`config.mk`:
```
export PLATFORM = sky130hd
export DESIGN_NAME = digdug_hvgen_flat
export DESIGN_NICKNAME = d
export VERILOG_FILES = /design/src/rtl/digdug_hvgen_if.sv /design/src/rtl/digdug_hvgen.sv /design/src/flat_wrapper.sv
export SDC_FILE = /design/constraint.sdc
export NUM_CORES = 1
export LEC_CHECK = 0
export BUFFER_PORTS_ARGS = -buffer_cell sky130_fd_sc_hd__buf_4
export CAP_MARGIN = 40
export CORE_MARGIN = 8
export CORE_UTILIZATION = 40
export CTS_BUF_LIST = sky130_fd_sc_hd__clkbuf_8
export CTS_CLUSTER_DIAMETER = 200
export DETAILED_ROUTE_END_ITERATION = 10
export PLACE_DENSITY = 0.7
export SETUP_SLACK_MARGIN = 0.5
export SYNTH_ARGS = -nofsm -noshare
export SYNTH_HDL_FRONTEND = slang
export SYNTH_SLANG_ARGS = --single-unit
```
`constraint.sdc`:
```
create_clock -name CLK48M -period 6.05 [get_ports CLK48M]
set_input_delay 0 -clock CLK48M [delete_from_list [all_inputs] [get_ports CLK48M]]
set_output_delay 0 -clock CLK48M [all_outputs]
set_load 0.005 [all_outputs]
```
`src/rtl/digdug_hvgen_if.sv`:
```
// Video timing bundle driven by digdug_hvgen.
//   PCLK_EN : one-cycle pixel enable (1 of every 8 master clocks)
//   POSH    : horizontal pixel position
//   POSV    : vertical line position
//   HBLK    : horizontal blank
//   VBLK    : vertical blank
//   HSYNC   : horizontal sync, active high
//   VSYNC   : vertical sync, active high
//   VBIRQ   : one-pixel pulse at the first pixel of vertical blank
//   FRAME   : frame counter, advances with VBIRQ
// master = timing generator, slave = consumer.
interface digdug_hvgen_if;
   logic       PCLK_EN;
   logic [8:0] POSH;
   logic [8:0] POSV;
   logic       HBLK;
   logic       VBLK;
   logic       HSYNC;
   logic       VSYNC;
   logic       VBIRQ;
   logic [7:0] FRAME;

   modport master (
      output PCLK_EN, POSH, POSV, HBLK, VBLK, HSYNC, VSYNC, VBIRQ, FRAME
   );

   modport slave (
      input PCLK_EN, POSH, POSV, HBLK, VBLK, HSYNC, VSYNC, VBIRQ, FRAME
   );
endinterface

```
`src/rtl/digdug_hvgen.sv`:
```
// Horizontal/vertical video timing generator.
//   CLK48M : master clock, sole clock of the block
//   RESET  : synchronous, active-high reset
//   vid    : timing outputs (see digdug_hvgen_if)
// A 3-bit divider yields a pixel enable every 8th master clock. POSH runs
// H_START..H_END and never shows values below H_START; POSV advances when POSH
// wraps. Blank/sync/irq flags are registered from the next-state counters so
// they line up exactly with the POSH/POSV outputs.
module digdug_hvgen #(
   parameter logic [8:0] H_START  = 9'd128,
   parameter logic [8:0] H_END    = 9'd511,
   parameter logic [8:0] V_TOTAL  = 9'd264,
   parameter logic [8:0] HB_START = 9'd416,
   parameter logic [8:0] HS_START = 9'd440,
   parameter logic [8:0] HS_END   = 9'd471,
   parameter logic [8:0] VB_START = 9'd224,
   parameter logic [8:0] VS_START = 9'd232,
   parameter logic [8:0] VS_END   = 9'd239
) (
   input  logic          CLK48M,
   input  logic          RESET,
   digdug_hvgen_if.master vid
);

   logic [2:0] div_q;
   logic       pclk_en;
   logic       h_wrap;
   logic [8:0] posh_q, posh_d;
   logic [8:0] posv_q, posv_d;
   logic       hblk_q, vblk_q, hsync_q, vsync_q, vbirq_q;
   logic       hblk_d, vblk_d, hsync_d, vsync_d, vbirq_d;
   logic [7:0] frame_q;

   always_comb begin
      pclk_en = (div_q == 3'd7);
      h_wrap  = (posh_q == H_END);
      posh_d  = h_wrap ? H_START : posh_q + 9'd1;
      posv_d  = posv_q;
      if (h_wrap) begin
         // >= guard keeps POSV in range even if the register were ever corrupted
         posv_d = (posv_q >= V_TOTAL - 9'd1) ? 9'd0 : posv_q + 9'd1;
      end
      hblk_d  = (posh_d >= HB_START);
      vblk_d  = (posv_d >= VB_START);
      hsync_d = (posh_d >= HS_START) && (posh_d <= HS_END);
      vsync_d = (posv_d >= VS_START) && (posv_d <= VS_END);
      vbirq_d = (posv_d == VB_START) && (posh_d == H_START);
   end

   always_ff @(posedge CLK48M) begin
      if (RESET) begin
         div_q   <= 3'd0;
         posh_q  <= H_START;
         posv_q  <= 9'd0;
         hblk_q  <= 1'b0;
         vblk_q  <= 1'b0;
         hsync_q <= 1'b0;
         vsync_q <= 1'b0;
         vbirq_q <= 1'b0;
         frame_q <= 8'd0;
      end else begin
         div_q <= div_q + 3'd1;
         if (pclk_en) begin
            posh_q  <= posh_d;
            posv_q  <= posv_d;
            hblk_q  <= hblk_d;
            vblk_q  <= vblk_d;
            hsync_q <= hsync_d;
            vsync_q <= vsync_d;
            vbirq_q <= vbirq_d;
            if (vbirq_d) begin
               frame_q <= frame_q + 8'd1;
            end
         end
      end
   end

   assign vid.PCLK_EN = pclk_en;
   assign vid.POSH    = posh_q;
   assign vid.POSV    = posv_q;
   assign vid.HBLK    = hblk_q;
   assign vid.VBLK    = vblk_q;
   assign vid.HSYNC   = hsync_q;
   assign vid.VSYNC   = vsync_q;
   assign vid.VBIRQ   = vbirq_q;
   assign vid.FRAME   = frame_q;

endmodule

```
`src/flat_wrapper.sv`:
```
// flat-port wrapper written by rule: the top's interface ports become plain ports
module digdug_hvgen_flat 
#(
   parameter logic [8:0] H_START  = 9'd128,
   parameter logic [8:0] H_END    = 9'd511,
   parameter logic [8:0] V_TOTAL  = 9'd264,
   parameter logic [8:0] HB_START = 9'd416,
   parameter logic [8:0] HS_START = 9'd440,
   parameter logic [8:0] HS_END   = 9'd471,
   parameter logic [8:0] VB_START = 9'd224,
   parameter logic [8:0] VS_START = 9'd232,
   parameter logic [8:0] VS_END   = 9'd239
)
  (CLK48M, RESET, vid_PCLK_EN, vid_POSH, vid_POSV, vid_HBLK, vid_VBLK, vid_HSYNC, vid_VSYNC, vid_VBIRQ, vid_FRAME);
  digdug_hvgen_if vid_i ();
  input  logic CLK48M;
  input  logic RESET;
  output wire logic [$bits(vid_i.PCLK_EN)-1:0] vid_PCLK_EN;
  output wire logic [$bits(vid_i.POSH)-1:0] vid_POSH;
  output wire logic [$bits(vid_i.POSV)-1:0] vid_POSV;
  output wire logic [$bits(vid_i.HBLK)-1:0] vid_HBLK;
  output wire logic [$bits(vid_i.VBLK)-1:0] vid_VBLK;
  output wire logic [$bits(vid_i.HSYNC)-1:0] vid_HSYNC;
  output wire logic [$bits(vid_i.VSYNC)-1:0] vid_VSYNC;
  output wire logic [$bits(vid_i.VBIRQ)-1:0] vid_VBIRQ;
  output wire logic [$bits(vid_i.FRAME)-1:0] vid_FRAME;
  assign vid_PCLK_EN = vid_i.PCLK_EN;
  assign vid_POSH = vid_i.POSH;
  assign vid_POSV = vid_i.POSV;
  assign vid_HBLK = vid_i.HBLK;
  assign vid_VBLK = vid_i.VBLK;
  assign vid_HSYNC = vid_i.HSYNC;
  assign vid_VSYNC = vid_i.VSYNC;
  assign vid_VBIRQ = vid_i.VBIRQ;
  assign vid_FRAME = vid_i.FRAME;
  digdug_hvgen #(.H_START(H_START), .H_END(H_END), .V_TOTAL(V_TOTAL), .HB_START(HB_START), .HS_START(HS_START), .HS_END(HS_END), .VB_START(VB_START), .VS_START(VS_START), .VS_END(VS_END)) u_core (.CLK48M(CLK48M), .RESET(RESET), .vid(vid_i));
endmodule
```
### Yosys cells after proc, flatten, opt, wreduce, memory -nomap -nowiden

Index checks and enable logic that the tools add are counted.

| cells by class | value |
|---|---|
| divide/modulo/power cells | 0 |
| add/subtract/negate cells | 4 |
| $lt $le $gt $ge | 7 |
| reduce and logical (&&, ||, !) cells | 4 |
| eq/ne operators | 4 |
| bitwise gates (word level) | 0 |
| shift operators | 0 |
| mux-type cells | 3 |
| multiply operators | 0 |

Operators with widths:

| cell | number |
|---|---|
| 9-bit >= comparator, second input constant | 3 |
| 9-bit two-way mux | 3 |
| 9-bit by 1-bit adder with 9-bit output, second input constant | 2 |
| 9-bit by 8-bit equality test with 1-bit output, second input constant | 2 |
| 9-bit by 8-bit >= comparator with 1-bit output, second input constant | 2 |
| 9-bit equality test, second input constant | 1 |
| 9-bit by 8-bit less-or-equal comparator with 1-bit output, second input constant | 1 |
| 9-bit less-or-equal comparator, second input constant | 1 |
| 8-bit by 1-bit adder with 8-bit output, second input constant | 1 |
| 3-bit by 1-bit adder with 3-bit output, second input constant | 1 |
| 3-bit equality test, second input constant | 1 |
| 1-bit logical AND | 3 |
| 2-bit AND reduction | 1 |

| word-level totals | value |
|---|---|
| bits of input ports | 2 |
| output and inout bits | 32 |
| bits in writable memories | 0 |
| bits in registers | 34 |
| word-level logic and storage cells | 31 |
| bits in latches | 0 |
| bits in read-only memories | 0 |
| memories | 0 |

### Longest topological paths before layout

Gate-level depths: netlist of the first run.

| depth | value |
|---|---|
| word-level depth | 6 |
| depth in mapped cells | 12 |
| depth with buffers taken out | 11 |

### Least setup slack after synthesis of the first run

No wires, ideal clock.

| path | value |
|---|---|
| path type | reg2reg |
| from | reg u_core.posh_q[0], in the netlist u_core.vid.POSH[0] |
| to | reg u_core.frame_q[3], in the netlist u_core.vid.FRAME[3] |
| path buffers | 0 |
| arrival | 3.066 ns |
| setup slack | 2.861 ns |
| stages on the path, launching flop included | 12 |
| required time | 5.927 ns |
| clock period less this slack | 3.189 ns |
| setup time | 0.123 ns |
| path through | dfxtp_1 -> ha_1 -> nand2_1 -> nor2_1 -> and3_1 -> ha_1 -> nand4_2 -> or4_4 -> a31oi_4 -> o311ai_4 -> nor4_1 -> mux2_1 |

| on the way | value |
|---|---|
| cells in the longest elaborated chain, start to end | 5 |
| elaborated cells on any way between the ends | 8 |
| those cells by class | 1 x add/sub; 3 x eq/ne; 2 x mux; 2 x reduce/logical |

Ends and longest elaborated chain:

| item | RTL line | source |
|---|---|---|
| start, declared | digdug_hvgen.sv:28 | `logic [8:0] posh_q, posh_d;` |
| start signal, assigned | digdug_hvgen.sv:64 | `posh_q <= posh_d;` |
| 9-bit by 1-bit adder with 9-bit output / 9-bit equality test (equally long branches) | digdug_hvgen.sv:37, digdug_hvgen.sv:36 |  |
| 9-bit two-way mux (on tied branches) | digdug_hvgen.sv:37, digdug_hvgen.sv:39 |  |
| 9-bit by 8-bit equality test with 1-bit output | digdug_hvgen.sv:47 | `vbirq_d = (posv_d == VB_START) && (posh_d == H_START);` |
| 1-bit logical AND (*) | digdug_hvgen.sv:47 |  |
| 2-bit AND reduction (no line) (*) | - |  |
| end signal, assigned | digdug_hvgen.sv:72 | `frame_q <= frame_q + 8'd1;` |
| end, declared | digdug_hvgen.sv:32 | `logic [7:0] frame_q;` |

Every way passes the cells marked *; elsewhere a longest branch is shown, timed or not.
A chain may end at the register's enable or synchronous reset.

### Worst setup path after layout of the first run

| path | value |
|---|---|
| from | reg u_core.posh_q[0], in the netlist u_core.vid.POSH[0] |
| to | reg u_core.frame_q[4], in the netlist u_core.vid.FRAME[4] |

Same word-level chain as after synthesis.

==> results of run 1 <==
==> per-layer routing <==
layer	vias up	track usage	part of all wire
li1	934	-	-
met1	882	0.176	0.45
met2	47	0.224	0.48
met3	9	0.0397	0.052
met4	0	0.0595	0.018
met5	-	0	0
==> critical path, stage by stage (launching register included) <==
cell      delay [ps]
dfxtp_1          450
ha_1             280
nand2_1          120
nor2_1           220
and3_1           180
ha_1             660
nand4_2          290
or4_4            560
a31oi_4          260
o311ai_4         190
nor4_1           370
mux2_1           360
==> cell families after synthesis <==
kind of cell | count (synthesis) | synth area share
and+or+nand+nor | 117 | 0.326
buffers and inverters | 20 | 0.0407
adders and majority gates | 6 | 0.0376
AOI/OAI and AO/OA | 46 | 0.159
DFF | 34 | 0.341
xor gates and xnor gates | 7 | 0.0307
muxes | 12 | 0.0651
==> cell usage after synthesis (4+ instances only) <==
master / count
a21oi_1: 19
and3_1: 5
clkbuf_1: 11
dfxtp_1: 34
ha_1: 6
inv_1: 5
mux2_1: 7
mux2i_1: 4
nand2_1: 18
nand2b_1: 4
nand3_1: 12
nand3b_1: 4
nor2_1: 28
nor2b_1: 14
nor3_1: 8
nor4_1: 6
o21ai_0: 7
xnor2_1: 5
==> state kept, by name, summed over array words and instances (netlist names), 3 cells and up <==
signal	flops
u_core.vid.POSH	9
u_core.vid.POSV	9
u_core.vid.FRAME	8
u_core.div_q	3
==> cell type report <==
type / count / area (µm²) / area share
Inverter: 6 / 22.5 / 0.00953
Sequential cell: 34 / 681 / 0.288
Clock buffer: 6 / 82.6 / 0.0350
Tap cell: 67 / 83.8 / 0.0355
Multi-Input combinational cell: 188 / 1240 / 0.523
Clock inverter: 2 / 8.76 / 0.00371
Timing Repair Buffer: 33 / 248 / 0.105
==> path summary, 6_finish.rpt <==
path / from / endpoint / slack [ps] / cells past startpoint
worst min register to register: u_core.div_q[0] / u_core.div_q[0] / 420 / 1
worst max-delay path: u_core.vid.POSH[0] / u_core.vid.FRAME[4] / 1970 / 11
worst min-delay path: RESET / u_core.div_q[0] / 130 / 2
worst max register to register: u_core.vid.POSH[0] / u_core.vid.FRAME[4] / 1970 / 11
==> metrics by stage <==
| step | worst slack [ps] | hold slack [ps] | instance area, µm² | total power (µW) |
|---|---|---|---|---|
| after floorplan | 2860 | 217 | 2000 | 238 |
| after global placement | 2250 | 407 | 2270 | 241 |
| after detailed placement | 2060 | 414 | 2270 | 241 |
| after CTS | 2030 | 117 | 2360 | 417 |
| after global routing | 1650 | 138 | 2360 | 429 |
| final | 1970 | 128 | 2360 | 409 |
==> where the power goes <==
part / internal, µW / switching, µW
clock network: 90.1 / 83.4
logic: 3.12 / 6.55
registers: 225 / 0.762
total: 319 / 90.8
==> impl_metrics.json, run 1 <==
{
  "status": "finished, final reports clean",
  "final_common_cell": "dfxtp_1",
  "maxCapViolCount": 0,
  "setup_violations": 0,
  "start_util": 0.418,
  "overflow": 0,
  "die-area_mm2": 0.00751,
  "die_w_um": 86.7,
  "ant_nets": 0,
  "finalHoldViolCount": 0,
  "crit_arrival_ps": 4250,
  "peakVddDrop_v": 0.000101,
  "path_clk_slew_ps": 70,
  "final_nets": 276,
  "finClkSkew_ps": 3.56,
  "via_count": 1872,
  "place_inst": 328,
  "fillers": 478,
  "ios": 34,
  "fin_cells": 336,
  "gp_congestion": 0.859,
  "drtIter0Drc": 232,
  "grt_pass1_wl_um": 8680,
  "tightest_slew_ps": 784,
  "die_h_um": 86.7,
  "cp-end-kind": "flop",
  "critPathKind": "flop to flop",
  "drc": 0,
  "rsz0062_at_grt": "false",
  "syn_area_mm2": 0.00200,
  "cts.repair.resized": 0,
  "dp_hpwl_um": 3410,
  "cts_tree": "built",
  "required_ps": 6220,
  "diodes": 0,
  "async_flop_share": 0,
  "startpoint_type": "flop",
  "cts_sinks": 34,
  "avgSynthCellArea_um2": 8.26,
  "grt_max_degree": 43,
  "core_area_mm2": 0.00479,
  "max_freq_mhz": 245,
  "clk_latency_ps": 290,
  "ys.warnings.count": 0,
  "path_max_fanout": 25,
  "rows": 25,
  "grt_usage": 0.142,
  "yosysSeqAreaShare": 0.341,
  "synth_area_leader_cell": "dfxtp_1",
  "clockRootBuffer": "clkbuf_8",
  "postCtsSetupRepairBufs": 0,
  "hp-class": "input port to flop",
  "ys_ff_latch": 34,
  "postSynthCellCount": 242,
  "synth-edff-count": 0,
  "layout_common_cells": "34 x dfxtp_1, 33 x buf_4, 28 x nor2_1, 19 x a21oi_1, 18 x nand2_1",
  "syn2layout_area_growth_pct": 18.2,
  "clock_path_buffers": 2,
  "leakage_uw": 0.000916,
  "drive_above_1_share": 0.186,
  "hold_buffers": 0,
  "synth_area_leaders": "dfxtp_1 34%, nor2_1 5.3%, a21oi_1 4.8%, nor2b_1 4.4%, mux2_1 3.9%",
  "utilization": 0.494,
  "power.density_mw_per_mm2": 173,
  "period_needed_ps": 4080,
  "fin_crit_sh": 0.674,
  "synth_nets": 250,
  "max_slew_margin": 0.477,
  "numPortBuffers": 33,
  "synth_top_area_share": 0.341,
  "synth_cell_types": 54,
  "routed_via_density": 5.57,
  "wl_um": 5120,
  "grt_antenna_before_repair": 0,
  "wl_per_cell_um": 15.2,
  "tns_ps": 0,
  "maxSlewViolCount": 0,
  "synthFlopType": "dfxtp_1",
  "cts_made_buffers": 5,
  "grt_pass1_vias": 1764,
  "ctsHtreeMaxLevel": 2,
  "firstDrtPassIters": 4
}
No activity file was read; power rests on OpenSTA's default activity.
==> run 2, diff against run 1 <==
Settings changed: ABC_AREA from default to 1.
Clock period 6.05 ns to 4.06 ns, I/O delays scaled along.
==> impl_metrics.json, run 2 <==
{
  "tns_ps": 0,
  "layout_common_cells": "62 x nand2_1, 42 x nor2_1, 37 x inv_1, 35 x buf_4, 34 x dfxtp_1",
  "final_nets": 329,
  "crit_arrival_ps": 3220,
  "synth_area_leaders": "dfxtp_1 35%, nand2_1 12%, nor2_1 8.1%, inv_1 7.0%, a21oi_1 5.7%",
  "avgSynthCellArea_um2": 6.68,
  "critPathKind": "flop to flop",
  "ant_nets": 0,
  "firstDrtPassIters": 4,
  "crit_path_cell_trace": "ha_1, nand2_1, nor2_1, nand4_1, nor2_1, ha_1, inv_2, nor2_4, nand2_1, o21ai_2, nand2_1, nor2_1, nand3_2, inv_2, nand4_1, nand2_1, nand2_1, nand2_1, inv_1",
  "drtIter0Drc": 89,
  "rsz0062_at_grt": "false",
  "drive_above_1_share": 0.177,
  "cp-end-kind": "flop",
  "critPathLaunch": "u_core.vid.POSH[0]",
  "grt_usage": 0.133,
  "dp_hpwl_um": 3500,
  "path_max_fanout": 13,
  "grt_max_degree": 33,
  "max_freq_mhz": 329,
  "wl_per_cell_um": 12.4,
  "ios": 34,
  "via_count": 1887,
  "die_h_um": 85.6,
  "maxCapViolCount": 0,
  "ys.warnings.count": 0,
  "fillers": 491,
  "cts_sinks": 34,
  "start_util": 0.413,
  "drc": 0,
  "finClkSkew_ps": 9.22,
  "fin_crit_sh": 0.749,
  "postSynthCellCount": 290,
  "regArea_um2": 681,
  "wl_um": 4680,
  "crit_path_end": "u_core.vid.FRAME[5]",
  "synth_nets": 298,
  "cts.repair.resized": 0,
  "clk_latency_ps": 290,
  "async_flop_share": 0,
  "routed_via_density": 5.02,
  "syn2layout_area_growth_pct": 19.0,
  "slowest_stage": "dfxtp_1",
  "required_ps": 4240,
  "maxSlewViolCount": 0,
  "finalHoldViolCount": 0,
  "diodes": 0,
  "final_common_cell": "nand2_1",
  "utilization": 0.491,
  "hp-class": "input port to flop",
  "overflow": 0,
  "synth-edff-count": 0,
  "period_needed_ps": 3040,
  "multi_input_area_mm2": 0.00106,
  "synth_commonest_cells": "62 x nand2_1, 42 x nor2_1, 36 x inv_1",
  "grt_pass1_vias": 1804,
  "yosysMostFrequentCell": "nand2_1",
  "syn_area_mm2": 0.00194,
  "max_slew_margin": 0.713,
  "startpoint_type": "flop",
  "peakVddDrop_v": 0.000192,
  "die_w_um": 85.6,
  "numPortBuffers": 33,
  "die-area_mm2": 0.00732,
  "cpPeakStageDelay_ps": 410,
  "leakage_uw": 0.00109,
  "synthFlopType": "dfxtp_1",
  "synth_area_leader_cell": "dfxtp_1",
  "r2r_cells": 19,
  "yosysSeqAreaShare": 0.351,
  "cp_common_cell": "nand2_1",
  "synth_cell_types": 33,
  "clock_path_buffers": 2,
  "status": "finished, final reports clean",
  "power.density_mw_per_mm2": 267,
  "clockRootBuffer": "clkbuf_8",
  "tightest_slew_ps": 430,
  "r2r-end": "u_core.vid.FRAME[5]",
  "grt_pass1_wl_um": 7900,
  "hold_buffers": 0,
  "rows": 25,
  "reg2reg_from": "u_core.vid.POSH[0]",
  "setup_violations": 0,
  "grt_antenna_before_repair": 0,
  "rrSetupSlack_ps": 1020,
  "cts_tree": "built",
  "cts_made_buffers": 5,
  "ctsHtreeMaxLevel": 2,
  "ys_ff_latch": 34,
  "core_area_mm2": 0.00469,
  "path_clk_slew_ps": 70,
  "synth_top_area_share": 0.351,
  "postCtsSetupRepairBufs": 0,
  "gp_congestion": 0.844
}
run 2: cell types whose count changed in the layout (fill, tap and decap cells not counted), sizes merged, moves of 5 or more:
| cell | delta |
|---|---|
| and3 | -5 |
| inv | +33 |
| mux2 | -8 |
| nand2 | +45 |
| nand3 | +10 |
| nand4 | +6 |
| nor2 | +17 |
| nor2b | -14 |
| nor4 | -6 |
| o21ai | +9 |
| xnor2 | -5 |
run 2: layer usage:
layer	vias to the layer above	GRT usage	part of all wire
met3	7	0.0306	0.038
met5	-	0	0
met4	0	0.0621	0.018
met1	849	0.155	0.49
li1	1001	-	-
met2	30	0.224	0.46
run 2: critical path: cells and delay by family (launching register included):
family                   cells  cell delay, ps
AO/OA/AOI/OAI                1             150
adder cells (fa/ha/maj)      2             480
buffers and inverters        3             330
flip-flops                   1             410
AND/OR/NAND/NOR             13            1560
run 2: final cells by class:
class	count	share of cell area
clock inverters	2	0.00380
flip-flops and latches	34	0.295
multi-input cells	206	0.458
clock buffers	6	0.0358
repair buffers	35	0.114
inverters	39	0.0635
well taps	54	0.0293
run 2: logic make-up (layout without fill, tap and decap cells):
group                    count (synthesis)  count (layout)  synth area share
AO/OA/AOI/OAI                           50              50             0.149
adder cells (fa/ha/maj)                  6               6            0.0388
buffers and inverters                   50              82             0.103
flip-flops                              34              34             0.351
AND/OR/NAND/NOR                        150             150             0.357
run 2: how the worst min path moves through the flow:
stage	startpoint	endpoint	slack [ps]	cells after the start
finish	RESET	u_core.div_q[0]	40	2
CTS	RESET	u_core.div_q[0]	40	2
global placement	RESET	u_core.div_q[0]	320	2
detailed placement	RESET	u_core.div_q[0]	330	2
floorplan	RESET	u_core.vid.POSH[0]	200	3
global route	RESET	u_core.div_q[0]	50	2
run 2: power by group:
group          total [µW]  internal (µW)  switching (µW)
Sequential            340            337            2.59
Clock                 255            134             121
Combinational        20.9           7.28            13.6
Total                 616            479             137
run 2: stage by stage:
stage	hold WS, ps	cells	power [µW]	setup WS [ps]	area, µm²
after global routing	52.1	376	639	812	2300
after floorplan	199	290	362	1570	1940
after CTS	40.5	376	624	1050	2300
final	41.4	376	616	1020	2300
after detailed placement	330	368	368	1070	2210
after global placement	325	368	368	1250	2210
==> run 3, diff against run 2 <==
Clock period 4.06 ns to 3.2 ns, I/O delays scaled along.
==> impl_metrics.json, run 3 (same netlist as run 2, synthesis figures left out) <==
{
  "syn2layout_area_growth_pct": 31.4,
  "numPortBuffers": 33,
  "ctsHtreeMaxLevel": 2,
  "tightest_slew_ps": 431,
  "finClkSkew_ps": 5.43,
  "max_freq_mhz": 369,
  "grt_usage": 0.138,
  "path_clk_slew_ps": 80,
  "wl_per_cell_um": 13.5,
  "clk_latency_ps": 290,
  "hp-class": "input port to flop",
  "maxSlewViolCount": 0,
  "grt_pass1_vias": 1835,
  "die-area_mm2": 0.00732,
  "dp_hpwl_um": 3520,
  "rsz0062_at_grt": "true",
  "clockRootBuffer": "clkbuf_8",
  "period_needed_ps": 2710,
  "grt_antenna_before_repair": 0,
  "drc": 0,
  "cts_tree": "built",
  "final_common_cell": "nand2_1",
  "path_max_fanout": 6,
  "required_ps": 3380,
  "drtIter0Drc": 88,
  "maxCapViolCount": 0,
  "rows": 25,
  "r2r_cells": 19,
  "gp_congestion": 0.842,
  "leakage_uw": 0.00118,
  "core_area_mm2": 0.00469,
  "finalHoldViolCount": 0,
  "peakVddDrop_v": 0.000297,
  "routed_via_density": 5.23,
  "status": "finished, final reports clean",
  "clock_path_buffers": 2,
  "startpoint_type": "flop",
  "via_count": 2039,
  "tns_ps": 0,
  "power.density_mw_per_mm2": 369,
  "diodes": 0,
  "fin_crit_sh": 0.846,
  "die_w_um": 85.6,
  "fin_cells": 390,
  "cts_sinks": 34,
  "grt_pass1_wl_um": 8290,
  "final_nets": 343,
  "hold_depth": 2,
  "max_slew_margin": 0.713,
  "ios": 34,
  "wl_um": 5270,
  "crit_arrival_ps": 2890,
  "grt_max_degree": 33,
  "cp-end-kind": "flop",
  "ant_nets": 0,
  "setup_violations": 0,
  "drive_above_1_share": 0.259,
  "cts_made_buffers": 5,
  "critPathKind": "flop to flop",
  "die_h_um": 85.6,
  "firstDrtPassIters": 4,
  "overflow": 0,
  "layout_common_cells": "59 x nand2_1, 47 x buf_4, 38 x nor2_1, 36 x inv_1, 32 x dfxtp_1",
  "place_inst": 368,
  "start_util": 0.413
}
run 3: cell type report:
class | count | area, µm²
Multi-Input combinational cell | 206 | 1120
Clock buffer | 5 | 68.8
Fill cell | 460 | 2150
Inverter | 39 | 154
Sequential cell | 34 | 688
Tap cell | 54 | 67.6
Clock inverter | 3 | 68.8
Timing Repair Buffer | 49 | 375
run 3: path summary, 6_finish.rpt:
| kind | from | to | slack [ps] |
|---|---|---|---|
| worst max-delay path | u_core.vid.POSH[0] | u_core.vid.FRAME[3] | 490 |
| worst min-delay path | RESET | u_core.div_q[0] | 40 |
| worst max register to register | u_core.vid.POSH[0] | u_core.vid.FRAME[3] | 490 |
| worst min register to register | u_core.div_q[0] | u_core.div_q[0] | 420 |
run 3: worst max-delay path: stages, from the launching register on:
cell	delay [ps]
dfxtp_4	380
ha_4	150
nand2_4	60
nor2_4	130
nand4_1	120
nor2_1	160
ha_2	240
clkinv_4	100
buf_6	130
nand2_4	50
nand3_2	70
nor2_1	120
nand2_1	100
nor2_4	140
nand3_2	90
nor2_4	120
nand4_1	160
nand2_1	120
buf_4	110
a21oi_1	30
run 3: per-layer routing:
metal  vias to the layer above  track usage  part of all wire
li1                       1032            -                 -
met1                       940        0.162              0.43
met2                        61        0.235              0.49
met3                         6       0.0411             0.069
met4                         0       0.0446             0.012
met5                         -            0                 0
run 3: report_power, final:
part	internal (µW)	leakage [µW]	switching [µW]	total [µW]
logic	10.6	0.000838	18.6	29.3
clock network	312	0.0000683	169	481
registers	426	0.000276	3.40	429
run 3: repair_timing:
item                       4_1_cts  5_1_grt
hold buffers                     0        0
buffers inserted                 2       12
setup endpoints to repair        9       11
pin swaps                        0       14
gates resized for setup          5       24
run 3: stage by stage:
stage / power (µW) / instance area (µm²) / worst slack [ps] / utilization / hold WS [ps]
floorplan: 459 / 1940 / 712 / - / 199
global placement: 467 / 2210 / 401 / 0.472 / 331
detailed placement: 467 / 2210 / 296 / 0.472 / 338
CTS: 947 / 2380 / 534 / 0.506 / 32.6
global route: 972 / 2540 / 239 / 0.542 / 60.0
finish: 939 / 2540 / 492 / 0.542 / 41.2
